--- config.mk ---
export PLATFORM = sky130hd
export DESIGN_NAME = odo_tx_scheduler_flat
export DESIGN_NICKNAME = d
export VERILOG_FILES = /design/src/rtl/odo_tx_scheduler_if.sv /design/src/rtl/odo_tx_scheduler.sv /design/src/flat_wrapper.sv
export SDC_FILE = /design/constraint.sdc
export NUM_CORES = 1
export LEC_CHECK = 0
export ABC_AREA = 1
export BUFFER_PORTS_ARGS = -buffer_cell sky130_fd_sc_hd__buf_2
export CORE_MARGIN = 2
export CORE_UTILIZATION = 30
export CTS_BUF_LIST = sky130_fd_sc_hd__clkbuf_4 sky130_fd_sc_hd__clkbuf_8
export CTS_CLUSTER_DIAMETER = 40
export DETAILED_ROUTE_END_ITERATION = 8
export PLACE_DENSITY = 0.57
export SLEW_MARGIN = 20
export SYNTH_ARGS = -nofsm -noshare
export SYNTH_HDL_FRONTEND = slang
export SYNTH_SLANG_ARGS = --single-unit
--- constraint.sdc ---
create_clock -name CLK -period 2 [get_ports CLK]
set_input_delay 0.2 -clock CLK [delete_from_list [all_inputs] [get_ports CLK]]
set_output_delay 0.2 -clock CLK [all_outputs]
set_load 0.005 [all_outputs]
--- src/rtl/odo_tx_scheduler_if.sv ---
// Odometer scheduler signal bundle: UART rx bytes, encoder count, UART tx handshake, status.
// The master side drives the inputs (host/UART/encoder); the slave is the scheduler.
interface odo_tx_scheduler_if;
   logic [7:0]  rx_byte;
   logic        rx_valid;
   logic [15:0] count_in;
   logic        tx_busy;
   logic [7:0]  tx_data;
   logic        tx_start;
   logic        count_latch;
   logic [7:0]  period;
   logic [7:0]  overrun;

   modport master (
      output rx_byte, rx_valid, count_in, tx_busy,
      input  tx_data, tx_start, count_latch, period, overrun
   );

   modport slave (
      input  rx_byte, rx_valid, count_in, tx_busy,
      output tx_data, tx_start, count_latch, period, overrun
   );
endinterface

--- src/rtl/odo_tx_scheduler.sv ---
// Encoder report scheduler: 0xA5 P sets the period, 0x5A forces a report; frames are HDR,cnt_hi,cnt_lo,seq,xor.
// Trigger to count_latch 1 cycle, count_latch to first tx_start 1 cycle; bytes wait for tx_busy low, one trigger is queued.
module odo_tx_scheduler #(
   parameter int         TICK_DIV = 1000,
   parameter logic [7:0] HDR      = 8'h55
) (
   input logic               CLK,
   input logic               RST,
   odo_tx_scheduler_if.slave bus
);
   typedef enum logic [2:0] {IDLE, LATCH, SEND, WAIT_HI, WAIT_LO} state_t;

   localparam int PW = (TICK_DIV > 1) ? $clog2(TICK_DIV) : 1;

   state_t        state_q, state_d;
   logic          arm_q, arm_d;
   logic [7:0]    period_q, period_d;
   logic [PW-1:0] presc_q, presc_d;
   logic [7:0]    pcnt_q, pcnt_d;
   logic          pend_q, pend_d;
   logic [7:0]    overrun_q, overrun_d;
   logic [7:0]    seq_q, seq_d;
   logic [15:0]   cnt_q, cnt_d;
   logic [2:0]    idx_q, idx_d;
   logic [7:0]    tx_data_q, tx_data_d;
   logic          tx_start_q, tx_start_d;
   logic          count_latch_q, count_latch_d;
   logic          cmd_trig, period_wr, tick, per_trig, trig;

   function automatic logic [7:0] frame_byte(input logic [2:0] i, input logic [15:0] c,
                                              input logic [7:0] s);
      case (i)
         3'd0:    frame_byte = HDR;
         3'd1:    frame_byte = c[15:8];
         3'd2:    frame_byte = c[7:0];
         3'd3:    frame_byte = s;
         default: frame_byte = HDR ^ c[15:8] ^ c[7:0] ^ s;
      endcase
   endfunction

   always_comb begin
      state_d       = state_q;
      arm_d         = arm_q;
      period_d      = period_q;
      presc_d       = presc_q;
      pcnt_d        = pcnt_q;
      pend_d        = pend_q;
      overrun_d     = overrun_q;
      seq_d         = seq_q;
      cnt_d         = cnt_q;
      idx_d         = idx_q;
      tx_data_d     = tx_data_q;
      tx_start_d    = 1'b0;
      count_latch_d = 1'b0;
      cmd_trig      = 1'b0;
      period_wr     = 1'b0;

      // Byte after 0xA5 is always the period, whatever its value.
      if (bus.rx_valid) begin
         if (arm_q) begin
            period_d  = bus.rx_byte;
            arm_d     = 1'b0;
            period_wr = 1'b1;
         end else if (bus.rx_byte == 8'hA5) begin
            arm_d = 1'b1;
         end else if (bus.rx_byte == 8'h5A) begin
            cmd_trig = 1'b1;
         end
      end

      tick     = (period_q != 8'd0) && (presc_q == PW'(TICK_DIV - 1));
      per_trig = tick && (pcnt_q == period_q - 8'd1);
      if (period_q != 8'd0) begin
         presc_d = tick ? '0 : presc_q + PW'(1);
         if (tick) pcnt_d = per_trig ? 8'd0 : pcnt_q + 8'd1;
      end
      if (period_wr) begin
         presc_d = '0;
         pcnt_d  = 8'd0;
      end
      trig = cmd_trig | per_trig;

      case (state_q)
         IDLE: begin
            if (trig || pend_q) begin
               state_d       = LATCH;
               count_latch_d = 1'b1;
               pend_d        = trig && pend_q;
            end
         end
         LATCH: begin
            cnt_d      = bus.count_in;
            idx_d      = 3'd0;
            tx_data_d  = HDR;
            tx_start_d = !bus.tx_busy;
            state_d    = SEND;
         end
         SEND: begin
            // tx_start is registered, so the pulse lands one cycle after tx_busy is seen low.
            if (tx_start_q) state_d = WAIT_HI;
            else            tx_start_d = !bus.tx_busy;
         end
         WAIT_HI: begin
            if (bus.tx_busy) state_d = WAIT_LO;
         end
         WAIT_LO: begin
            if (!bus.tx_busy) begin
               if (idx_q == 3'd4) begin
                  state_d = IDLE;
                  seq_d   = seq_q + 8'd1;
               end else begin
                  idx_d      = idx_q + 3'd1;
                  tx_data_d  = frame_byte(idx_q + 3'd1, cnt_q, seq_q);
                  tx_start_d = 1'b1;
                  state_d    = SEND;
               end
            end
         end
         default: state_d = IDLE;
      endcase

      if (state_q != IDLE && trig) begin
         if (!pend_q)                  pend_d    = 1'b1;
         else if (overrun_q != 8'hFF)  overrun_d = overrun_q + 8'd1;
      end
   end

   always_ff @(posedge CLK) begin
      if (RST) begin
         state_q       <= IDLE;
         arm_q         <= 1'b0;
         period_q      <= 8'd0;
         presc_q       <= '0;
         pcnt_q        <= 8'd0;
         pend_q        <= 1'b0;
         overrun_q     <= 8'd0;
         seq_q         <= 8'd0;
         cnt_q         <= 16'd0;
         idx_q         <= 3'd0;
         tx_data_q     <= 8'd0;
         tx_start_q    <= 1'b0;
         count_latch_q <= 1'b0;
      end else begin
         state_q       <= state_d;
         arm_q         <= arm_d;
         period_q      <= period_d;
         presc_q       <= presc_d;
         pcnt_q        <= pcnt_d;
         pend_q        <= pend_d;
         overrun_q     <= overrun_d;
         seq_q         <= seq_d;
         cnt_q         <= cnt_d;
         idx_q         <= idx_d;
         tx_data_q     <= tx_data_d;
         tx_start_q    <= tx_start_d;
         count_latch_q <= count_latch_d;
      end
   end

   assign bus.tx_data     = tx_data_q;
   assign bus.tx_start    = tx_start_q;
   assign bus.count_latch = count_latch_q;
   assign bus.period      = period_q;
   assign bus.overrun     = overrun_q;
endmodule

--- src/flat_wrapper.sv ---
// flat-port wrapper written by rule: the top's interface ports become plain ports
module odo_tx_scheduler_flat 
#(
   parameter int         TICK_DIV = 1000,
   parameter logic [7:0] HDR      = 8'h55
)
  (CLK, RST, bus_rx_byte, bus_rx_valid, bus_count_in, bus_tx_busy, bus_tx_data, bus_tx_start, bus_count_latch, bus_period, bus_overrun);
  odo_tx_scheduler_if bus_i ();
  input logic CLK;
  input logic RST;
  input wire logic [$bits(bus_i.rx_byte)-1:0] bus_rx_byte;
  input wire logic [$bits(bus_i.rx_valid)-1:0] bus_rx_valid;
  input wire logic [$bits(bus_i.count_in)-1:0] bus_count_in;
  input wire logic [$bits(bus_i.tx_busy)-1:0] bus_tx_busy;
  output wire logic [$bits(bus_i.tx_data)-1:0] bus_tx_data;
  output wire logic [$bits(bus_i.tx_start)-1:0] bus_tx_start;
  output wire logic [$bits(bus_i.count_latch)-1:0] bus_count_latch;
  output wire logic [$bits(bus_i.period)-1:0] bus_period;
  output wire logic [$bits(bus_i.overrun)-1:0] bus_overrun;
  assign bus_i.rx_byte = bus_rx_byte;
  assign bus_i.rx_valid = bus_rx_valid;
  assign bus_i.count_in = bus_count_in;
  assign bus_i.tx_busy = bus_tx_busy;
  assign bus_tx_data = bus_i.tx_data;
  assign bus_tx_start = bus_i.tx_start;
  assign bus_count_latch = bus_i.count_latch;
  assign bus_period = bus_i.period;
  assign bus_overrun = bus_i.overrun;
  odo_tx_scheduler #(.TICK_DIV(TICK_DIV), .HDR(HDR)) u_core (.CLK(CLK), .RST(RST), .bus(bus_i));
endmodule
### Word level (Yosys, flattened, before mapping)

Cells that the tools add are included.
W data, S select, Z words.

* $add $sub $neg: 6
* eq/ne operators: 18
* mux-type cells: 32
* bitwise operators: 6
* reduce and logical (&&, ||, !) cells: 19

Operators with widths (number)
* $pmux W8 S4: 1
* $add A8 B1 Y8 const B: 3
* $mux W8: 3
* $mux W3: 6
* $mux W1: 16
* $pmux W8 S2: 1
* $xor A8 B8 Y8: 2
* $pmux W3 S5: 1
* $eq A3 B2 Y1 const B: 4
* $add A10 B1 Y10 const B: 1
* $eq A10 B10 Y1 const B: 1
* $mux W10: 1
* $reduce_and A3 Y1: 3
* $eq A8 B7 Y1 const B: 1
* $eq A8 B8 Y1: 1
* $eq A8 B8 Y1 const B: 1
* $ne A8 B8 Y1 const B: 1
* $reduce_bool A8 Y1: 1
* $sub A8 B1 Y8 const B: 1
* $eq A3 B1 Y1 const B: 2
* $eq A3 B3 Y1 const B: 2
* $logic_not A3 Y1: 2
* $ne A2 B2 Y1 const B: 3
* $pmux W3 S2: 1
* 15 further kinds: 22

* bits in registers: 76
* input port bits: 28

### Logic depth before layout (Yosys ltp)

Gate-level depths: netlist of the first run.

* depth after elaboration: 11
* gate-level depth with buffers: 16
* gate-level depth less buffers: 16

### Worst setup path before layout of the first run

No wires, ideal clock.

* path type: register to register
* from: register u_core.period_q[0], in the netlist u_core.bus.period[0]
* to: register u_core.overrun_q[0], in the netlist u_core.bus.overrun[0]
* arrival: 1706 ps
* required time: 1869 ps
* setup slack: 163 ps
* cell stages (with the launch flop): 16
* buffers on the path: 0
* cells stage by stage: dfxtp_1 inv_1 ha_1 inv_1 nand2_1 nand2_1 nor2_1 nand2_1 nor2_2 nand2_1 nor2_4 nand3_4 nand2_4 nand3_2 nor2_1 nor3b_2

* cells in the longest elaborated chain, start to end: 6

RTL lines
* from (decl): line odo_tx_scheduler.sv:17 `logic [7:0] period_q, period_d;`
* from (signal assigned): line odo_tx_scheduler.sv:146 `period_q <= period_d;`
* $sub A8 B1 Y8 or $reduce_bool A8 Y1 (tied branches): line odo_tx_scheduler.sv:72, odo_tx_scheduler.sv:71
* $eq A8 B8 Y1 or $logic_and A1 B1 Y1 (tied branches): line odo_tx_scheduler.sv:72, odo_tx_scheduler.sv:71
* $logic_and A1 B1 Y1 (*): line odo_tx_scheduler.sv:72 `per_trig = tick && (pcnt_q == period_q - 8'd1);`
* $or A1 B1 Y1 (*): line odo_tx_scheduler.sv:81 `trig = cmd_trig | per_trig;`
* $logic_and A1 B1 Y1 (*): line odo_tx_scheduler.sv:122 `if (state_q != IDLE && trig) begin`
* $reduce_and A3 Y1 (no line) (*)
* to (signal assigned): line odo_tx_scheduler.sv:150 `overrun_q <= overrun_d;`
* to (decl): line odo_tx_scheduler.sv:21 `logic [7:0] overrun_q, overrun_d;`

Mark *: on every way between the ends. The rest lies on a longest branch, timed or not.
A chain may end at the register's enable or synchronous reset.

### Final worst setup path of the first run

* from: register u_core.period_q[0], in the netlist u_core.bus.period[0]
* to: register u_core.overrun_q[7], in the netlist u_core.bus.overrun[7]

The elaborated chain is that of the path after synthesis.

==> results of run 1 <==
## per-layer routing
metal	vias up	track usage, %	wire (µm)
met5	-	0	0
met4	0	3.57	72
met3	6	4.31	367
met2	62	26.7	5060
met1	1718	17.6	4670
li1	1957	-	-
## through the flow
step / hold slack (ns) / cells / utilization [%] / worst slack (ns) / instance area (µm²)
CTS: 0.0336 / 799 / 36.6 / 0.0128 / 4780
detailed placement: 0.427 / 783 / 34.7 / 0.0277 / 4540
floorplan: 0.335 / 550 / - / 0.163 / 3990
finish: 0.0588 / 804 / 37.3 / 0.105 / 4880
global route: 0.0413 / 804 / 37.3 / -0.106 / 4880
global placement: 0.421 / 783 / 34.7 / 0.102 / 4540
## area by class of cell
type,count,share of cell area (%)
clock buffer,9,2.54
sequential,76,31.3
inverter,83,6.38
clock inverter,7,2.51
timing repair buffer,72,8.36
tap,176,4.51
multi-input combinational,381,44.4
## critical path, stage by stage, from the launching register on
cell	delay (ns)
dfxtp_2	0.35
inv_2	0.05
ha_4	0.26
inv_2	0.03
nand2_2	0.05
nand2_2	0.04
nor2_1	0.07
nand2_1	0.06
nor2_2	0.09
nand2_2	0.08
nor2_4	0.13
nand3_4	0.10
nand2_4	0.12
nand4_1	0.12
o21bai_1	0.18
nor2_1	0.06
## power by group through the flow
stage               Sequential [µW]  Clock, µW  Combinational, µW
floorplan                      1550          0               46.1
global placement               1550          0               99.6
detailed placement             1550          0                101
CTS                            1510       1510                102
global route                   1520       1570                113
finish                         1510       1470                101
## cell usage in the layout (no fill, tap or decap), drive strengths merged, types with 2 or more instances in the layout
cell type / instances
nand2: 91
inv: 85
dfxtp: 76
buf: 72
nor2: 68
a21oi: 45
o21ai: 44
nand3: 31
nor3: 17
nand4: 16
xor2: 11
xnor2: 11
ha: 10
clkbuf: 9
nor3b: 6
o21bai: 4
a221oi: 4
o2111ai: 4
o211ai: 4
a31oi: 3
bufinv: 3
nor4: 2
or2: 2
clkinvlp: 2
## worst min path at each step
stage | from | to | slack (ns) | cells after the start
2_1_floorplan | bus_count_in[12] | u_core.cnt_q[12]$_SDFFE_PP0N_ | 0.33 | 2
3_3_place_gp | bus_count_in[1] | u_core.cnt_q[1]$_SDFFE_PP0N_ | 0.42 | 3
3_5_place_dp | bus_count_in[14] | u_core.cnt_q[14]$_SDFFE_PP0N_ | 0.43 | 3
4_1_cts | bus_count_in[14] | u_core.cnt_q[14]$_SDFFE_PP0N_ | 0.03 | 3
5_1_grt | bus_count_in[1] | u_core.cnt_q[1]$_SDFFE_PP0N_ | 0.04 | 3
6_report | bus_count_in[14] | u_core.cnt_q[14]$_SDFFE_PP0N_ | 0.06 | 3
## state kept, by name, indices dropped and copies added, names as in the netlist, 3 cells and up
signal              count
u_core.bus.overrun      8
u_core.bus.period       8
u_core.bus.tx_data      8
u_core.cnt_q           16
u_core.idx_q            3
u_core.pcnt_q           8
u_core.presc_q         10
u_core.seq_q            8
u_core.state_q          3
## logic make-up (layout without fill, tap and decap cells)
logic type	count (synthesis)	in the layout	share of synthesized area [%]
and+or+nand+nor	236	236	29.2
AOI/OAI and AO/OA	113	113	15.9
buffers and inverters	93	171	8.79
DFF	76	76	38.2
xor gates and xnor gates	22	22	4.83
adders and majority gates	10	10	3.14
## repair_timing
| action | 4_1_cts | 5_1_grt |
|---|---|---|
| setup buffers | 0 | 5 |
| endpoints found under the setup margin | 0 | 32 |
| resized for setup | 0 | 22 |
==> results.sh, run 1 <==
export IMPL_outcome="finished, final reports clean"
export IMPL_max_slew_margin_rel_pct=48.5
export IMPL_yosysTopAreaCell="dfxtp_1"
export IMPL_grt_ovfl_total=0
export IMPL_initial_core_util_pct=30.5
export IMPL_n_antenna_cell=0
export IMPL_cp_max_fo=8
export IMPL_syn_area_per_cell_um2=7.25
export IMPL_sequentialPowerShare_pct=49.2
export IMPL_ant_nets=0
export IMPL_post_dp_hpwl_mm=7.81
export IMPL_clockBufferDepth=2
export IMPL_clkPwrFrac_pct=47.6
export IMPL_track_usage_pct=14.9
export IMPL_drt_vias_per_instance=4.66
export IMPL_combPwrFrac_pct=3.3
export IMPL_yosysSeqAreaShare_pct=38.2
export IMPL_cts_hold_buffers=0
export IMPL_place_congestion=0.822
export IMPL_ios=54
export IMPL_cts_tree="yes"
export IMPL_rsz0062_at_grt="true"
export IMPL_drive_gt1_share_pct=22.1
export IMPL_clk_latency_ns=0.37
export IMPL_synth_seq_cells=76
export IMPL_cts_max_level=3
export IMPL_synth_edff_count=0
export IMPL_path_clk_slew_ns=0.08
export IMPL_finalCritPeriodShare_pct=94.7
export IMPL_fin_tns_setup_ns=0
export IMPL_std_cell_rows=42
export IMPL_endpoint="u_core.bus.overrun[7]$_SDFFE_PP0P_"
export IMPL_setup_viol=0
export IMPL_tightest_slew_ns=0.771
export IMPL_regArea_um2=1530
export IMPL_synth_area_leaders="dfxtp_1 38%, nand2_1 8.2%, inv_1 7.3%, nor2_1 5.8%, a21oi_1 5.6%"
export IMPL_grt_antenna_before_repair=0
export IMPL_hold_class="in2reg"
export IMPL_fillers=1399
export IMPL_slew_viol_final=0
export IMPL_synth_top_area_share_pct=38.2
export IMPL_nets=661
export IMPL_synthTopCellsByCount="87 x nand2_1, 78 x inv_1, 76 x dfxtp_1"
export IMPL_end_kind="flop"
export IMPL_ys_warn_count=0
export IMPL_vdd_drop_max_v=0.000545
export IMPL_dr_pass1_iters=4
export IMPL_vias=3743
export IMPL_die_w_um=119
export IMPL_cp_required_ns=2.27
export IMPL_critical_path_class="reg2reg"
export IMPL_p_int_uw=2390
export IMPL_powerDensity_nw_per_um2=631
export IMPL_numClockSinks=76
export IMPL_drt_total_wl_mm=10.2
export IMPL_p_leak_uw=0.00213
export IMPL_numPortBuffers=53
export IMPL_startpoint="u_core.bus.period[0]$_SDFFE_PP0P_"
export IMPL_synthToLayoutAreaGrowth_pct=22.4
export IMPL_finalPower_uw=3080
export IMPL_p_sw_uw=690
export IMPL_start_kind="flop"
export IMPL_drtIter0Drc=127
export IMPL_cts_root_buf="clkbuf_8"
export IMPL_synthMostInstantiatedCell="nand2_1"
export IMPL_fmax_mhz=528
export IMPL_netlist_instances=550
export IMPL_die_area_um2=14200
export IMPL_worst_r2r_cell_count=15
export IMPL_reg2reg_slack_ns=0.11
export IMPL_swShare_pct=22.4
export IMPL_core_um2=13100
export IMPL_synth_flop_cell="dfxtp_1"
export IMPL_die_h_um=119
export IMPL_drc=0
export IMPL_wire_per_inst_um=12.7
export IMPL_cp_arrival_ns=2.16
export IMPL_synth_distinct_cells=44
export IMPL_grt_pass1_wl_mm=17.1
export IMPL_r2r_end="u_core.bus.overrun[7]$_SDFFE_PP0P_"
export IMPL_period_minus_slack_ns=1.89
export IMPL_r2r_start="u_core.bus.period[0]$_SDFFE_PP0P_"
export IMPL_maxCapViolCount=0
export IMPL_syn_nets=588
export IMPL_cts_buffers=9
export IMPL_finalClockSkew_ns=0.0102
export IMPL_synthArstFlopShare_pct=0
export IMPL_first_global_vias=3622
export IMPL_netlist_area_um2=3990
export IMPL_grt_max_degree=27
export IMPL_hold_viol_final=0
export IMPL_multi_input_area_um2=2170
Power figures use the tool's default switching activity.
==> run 2, diff against run 1 <==
--- a/config.mk
+++ b/config.mk
@@ -7,7 +7,6 @@
 export LEC_CHECK = 0
 export ABC_AREA = 1
 export BUFFER_PORTS_ARGS = -buffer_cell sky130_fd_sc_hd__buf_2
-export CORE_MARGIN = 2
 export CORE_UTILIZATION = 30
 export CTS_BUF_LIST = sky130_fd_sc_hd__clkbuf_4 sky130_fd_sc_hd__clkbuf_8
 export CTS_CLUSTER_DIAMETER = 40
==> results.sh, run 2 (same netlist as run 1, synthesis figures left out) <==
export IMPL_first_global_vias=3556
export IMPL_critPathSlowestCell="dfxtp_2"
export IMPL_post_dp_cell_area_um2=4560
export IMPL_cp_arrival_ns=2.17
export IMPL_end_kind="flop"
export IMPL_critPathMaxStageDelay_ns=0.33
export IMPL_n_antenna_cell=0
export IMPL_place_congestion=0.801
export IMPL_numClockSinks=76
export IMPL_fin_ws_ns=0.0858
export IMPL_grt_max_degree=40
export IMPL_final_cell_mix="84 x nand2_1, 75 x inv_1, 73 x dfxtp_1"
export IMPL_clkPwrFrac_pct=41.1
export IMPL_cts_tree="yes"
export IMPL_clockBufferDepth=2
export IMPL_powerDensity_nw_per_um2=563
export IMPL_post_dp_hpwl_mm=7.62
export IMPL_hold_class="in2reg"
export IMPL_hold_viol_final=0
export IMPL_grt_pass1_wl_mm=16.3
export IMPL_p_leak_uw=0.00212
export IMPL_numPortBuffers=53
export IMPL_critPathMostFrequentCell="nand2_2"
export IMPL_swShare_pct=21.7
export IMPL_ios=54
export IMPL_grt_ovfl_total=0
export IMPL_cts_buffers=9
export IMPL_drt_total_wl_mm=9.95
export IMPL_finalCritPeriodShare_pct=95.7
export IMPL_die_h_um=117
export IMPL_setup_viol=0
export IMPL_slew_viol_final=0
export IMPL_maxCapViolCount=0
export IMPL_vias=3777
export IMPL_sequentialPowerShare_pct=55.3
export IMPL_finalClockSkew_ns=0.00958
export IMPL_wire_per_inst_um=12.4
export IMPL_fmax_mhz=522
export IMPL_cts_root_buf="clkbuf_8"
export IMPL_outcome="finished, final reports clean"
export IMPL_p_int_uw=2150
export IMPL_cts_hold_buffers=0
export IMPL_rsz0062_at_grt="true"
export IMPL_reg_top3="u_core.cnt_q (16), u_core.presc_q (10)"
export IMPL_die_w_um=117
export IMPL_cp_required_ns=2.25
export IMPL_initial_core_util_pct=31.2
export IMPL_core_um2=12800
export IMPL_die_area_um2=13800
export IMPL_ant_nets=0
export IMPL_nets=665
export IMPL_dr_pass1_iters=4
export IMPL_finalPower_uw=2740
export IMPL_p_sw_uw=595
export IMPL_start_kind="flop"
export IMPL_combPwrFrac_pct=3.6
export IMPL_fin_tns_setup_ns=0
export IMPL_synthToLayoutAreaGrowth_pct=22.3
export IMPL_track_usage_pct=15.4
export IMPL_path_clk_slew_ns=0.07
export IMPL_tightest_slew_ns=0.448
export IMPL_reg2reg_slack_ns=0.09
export IMPL_final_area_um2=4880
export IMPL_std_cell_rows=41
export IMPL_largest_register="u_core.cnt_q"
export IMPL_period_minus_slack_ns=1.91
export IMPL_largest_register_ffs=16
export IMPL_worstPathCellList="inv_1 > ha_4 > inv_2 > nand2_2 > nand2_2 > nor2_1 > nand2_1 > nor2_2 > nand2_2 > nor2_4 > nand3_4 > nand2_8 > nand4_1 > o21bai_1 > nor2_1"
export IMPL_post_place_cells=783
export IMPL_place_ws_ns=0.0639
export IMPL_drive_gt1_share_pct=22.5
export IMPL_critical_path_class="reg2reg"
export IMPL_grt_antenna_before_repair=0
export IMPL_layout_commonest_cell="nand2_1"
export IMPL_max_slew_margin_rel_pct=70.0
export IMPL_drtIter0Drc=116
export IMPL_clk_latency_ns=0.36
export IMPL_cp_max_fo=8
export IMPL_drc=0
export IMPL_cts_max_level=3
export IMPL_drt_vias_per_instance=4.70
export IMPL_vdd_drop_max_v=0.000559
export IMPL_final_cells=804
==> run 2: cell types whose count changed in the layout (fill, tap and decap cells not counted), sizes merged <==
cell / before / now
inv: 85 / 83
clkbuf: 9 / 15
buf: 72 / 76
clkinv: 0 / 1
clkinvlp: 2 / 0
bufinv: 3 / 0
==> run 2: layer usage <==
metal	part of all wire (%)	track usage [%]	up-vias
met5	0	0	-
met4	1.0	3.88	0
met3	4.2	5.20	9
met2	49	27.5	62
met1	46	17.6	1736
li1	-	-	1970
==> run 2: per-stage QoR <==
stage	utilization [%]	hold slack, ns
after floorplan	-	0.335
after global placement	35.7	0.423
after detailed placement	35.7	0.430
after CTS	37.2	0.0444
after global routing	38.2	0.0585
final	38.2	0.0602
==> run 2: cell type report <==
class	count	area (µm²)
Clock inverter	1	5.00
Inverter	83	312
Tap cell	172	215
Clock buffer	15	188
Multi-Input combinational cell	381	2190
Sequential cell	76	1530
Timing Repair Buffer	76	438
Fill cell	1333	7900
==> run 2: path summary, 6_finish.rpt <==
check	end	cells after the start	startpoint
worst max-delay path	u_core.bus.overrun[2]$_SDFFE_PP0P_	15	u_core.bus.period[1]$_SDFFE_PP0P_
worst min-delay path	u_core.cnt_q[2]$_SDFFE_PP0N_	3	bus_count_in[2]
worst max register to register	u_core.bus.overrun[2]$_SDFFE_PP0P_	15	u_core.bus.period[1]$_SDFFE_PP0P_
worst min register to register	u_core.bus.tx_data[7]$_SDFFE_PP0P_	2	u_core.bus.tx_data[7]$_SDFFE_PP0P_
==> run 2: power groups by stage <==
stage,combinational [µW],sequential (µW),clock [µW]
floorplan,46.1,1550,0
global placement,99.9,1550,0
detailed placement,100,1550,0
CTS,101,1520,1180
global route,112,1510,1250
finish,100,1520,1130
==> run 2: critical path: cells and delay by family, from the launching register on <==
kind	cells	cell delay, ns
AO/OA/AOI/OAI	1	0.19
adder cells (fa/ha/maj)	1	0.27
buffers and inverters	2	0.10
flip-flops	1	0.33
AND/OR/NAND/NOR	11	0.94
==> run 2: what timing repair did <==
action | 4_1_cts | 5_1_grt
setup buffers | 0 | 5
setup endpoints to repair | 0 | 28
hold endpoints to repair | 0 | 0
gates resized for setup | 0 | 23
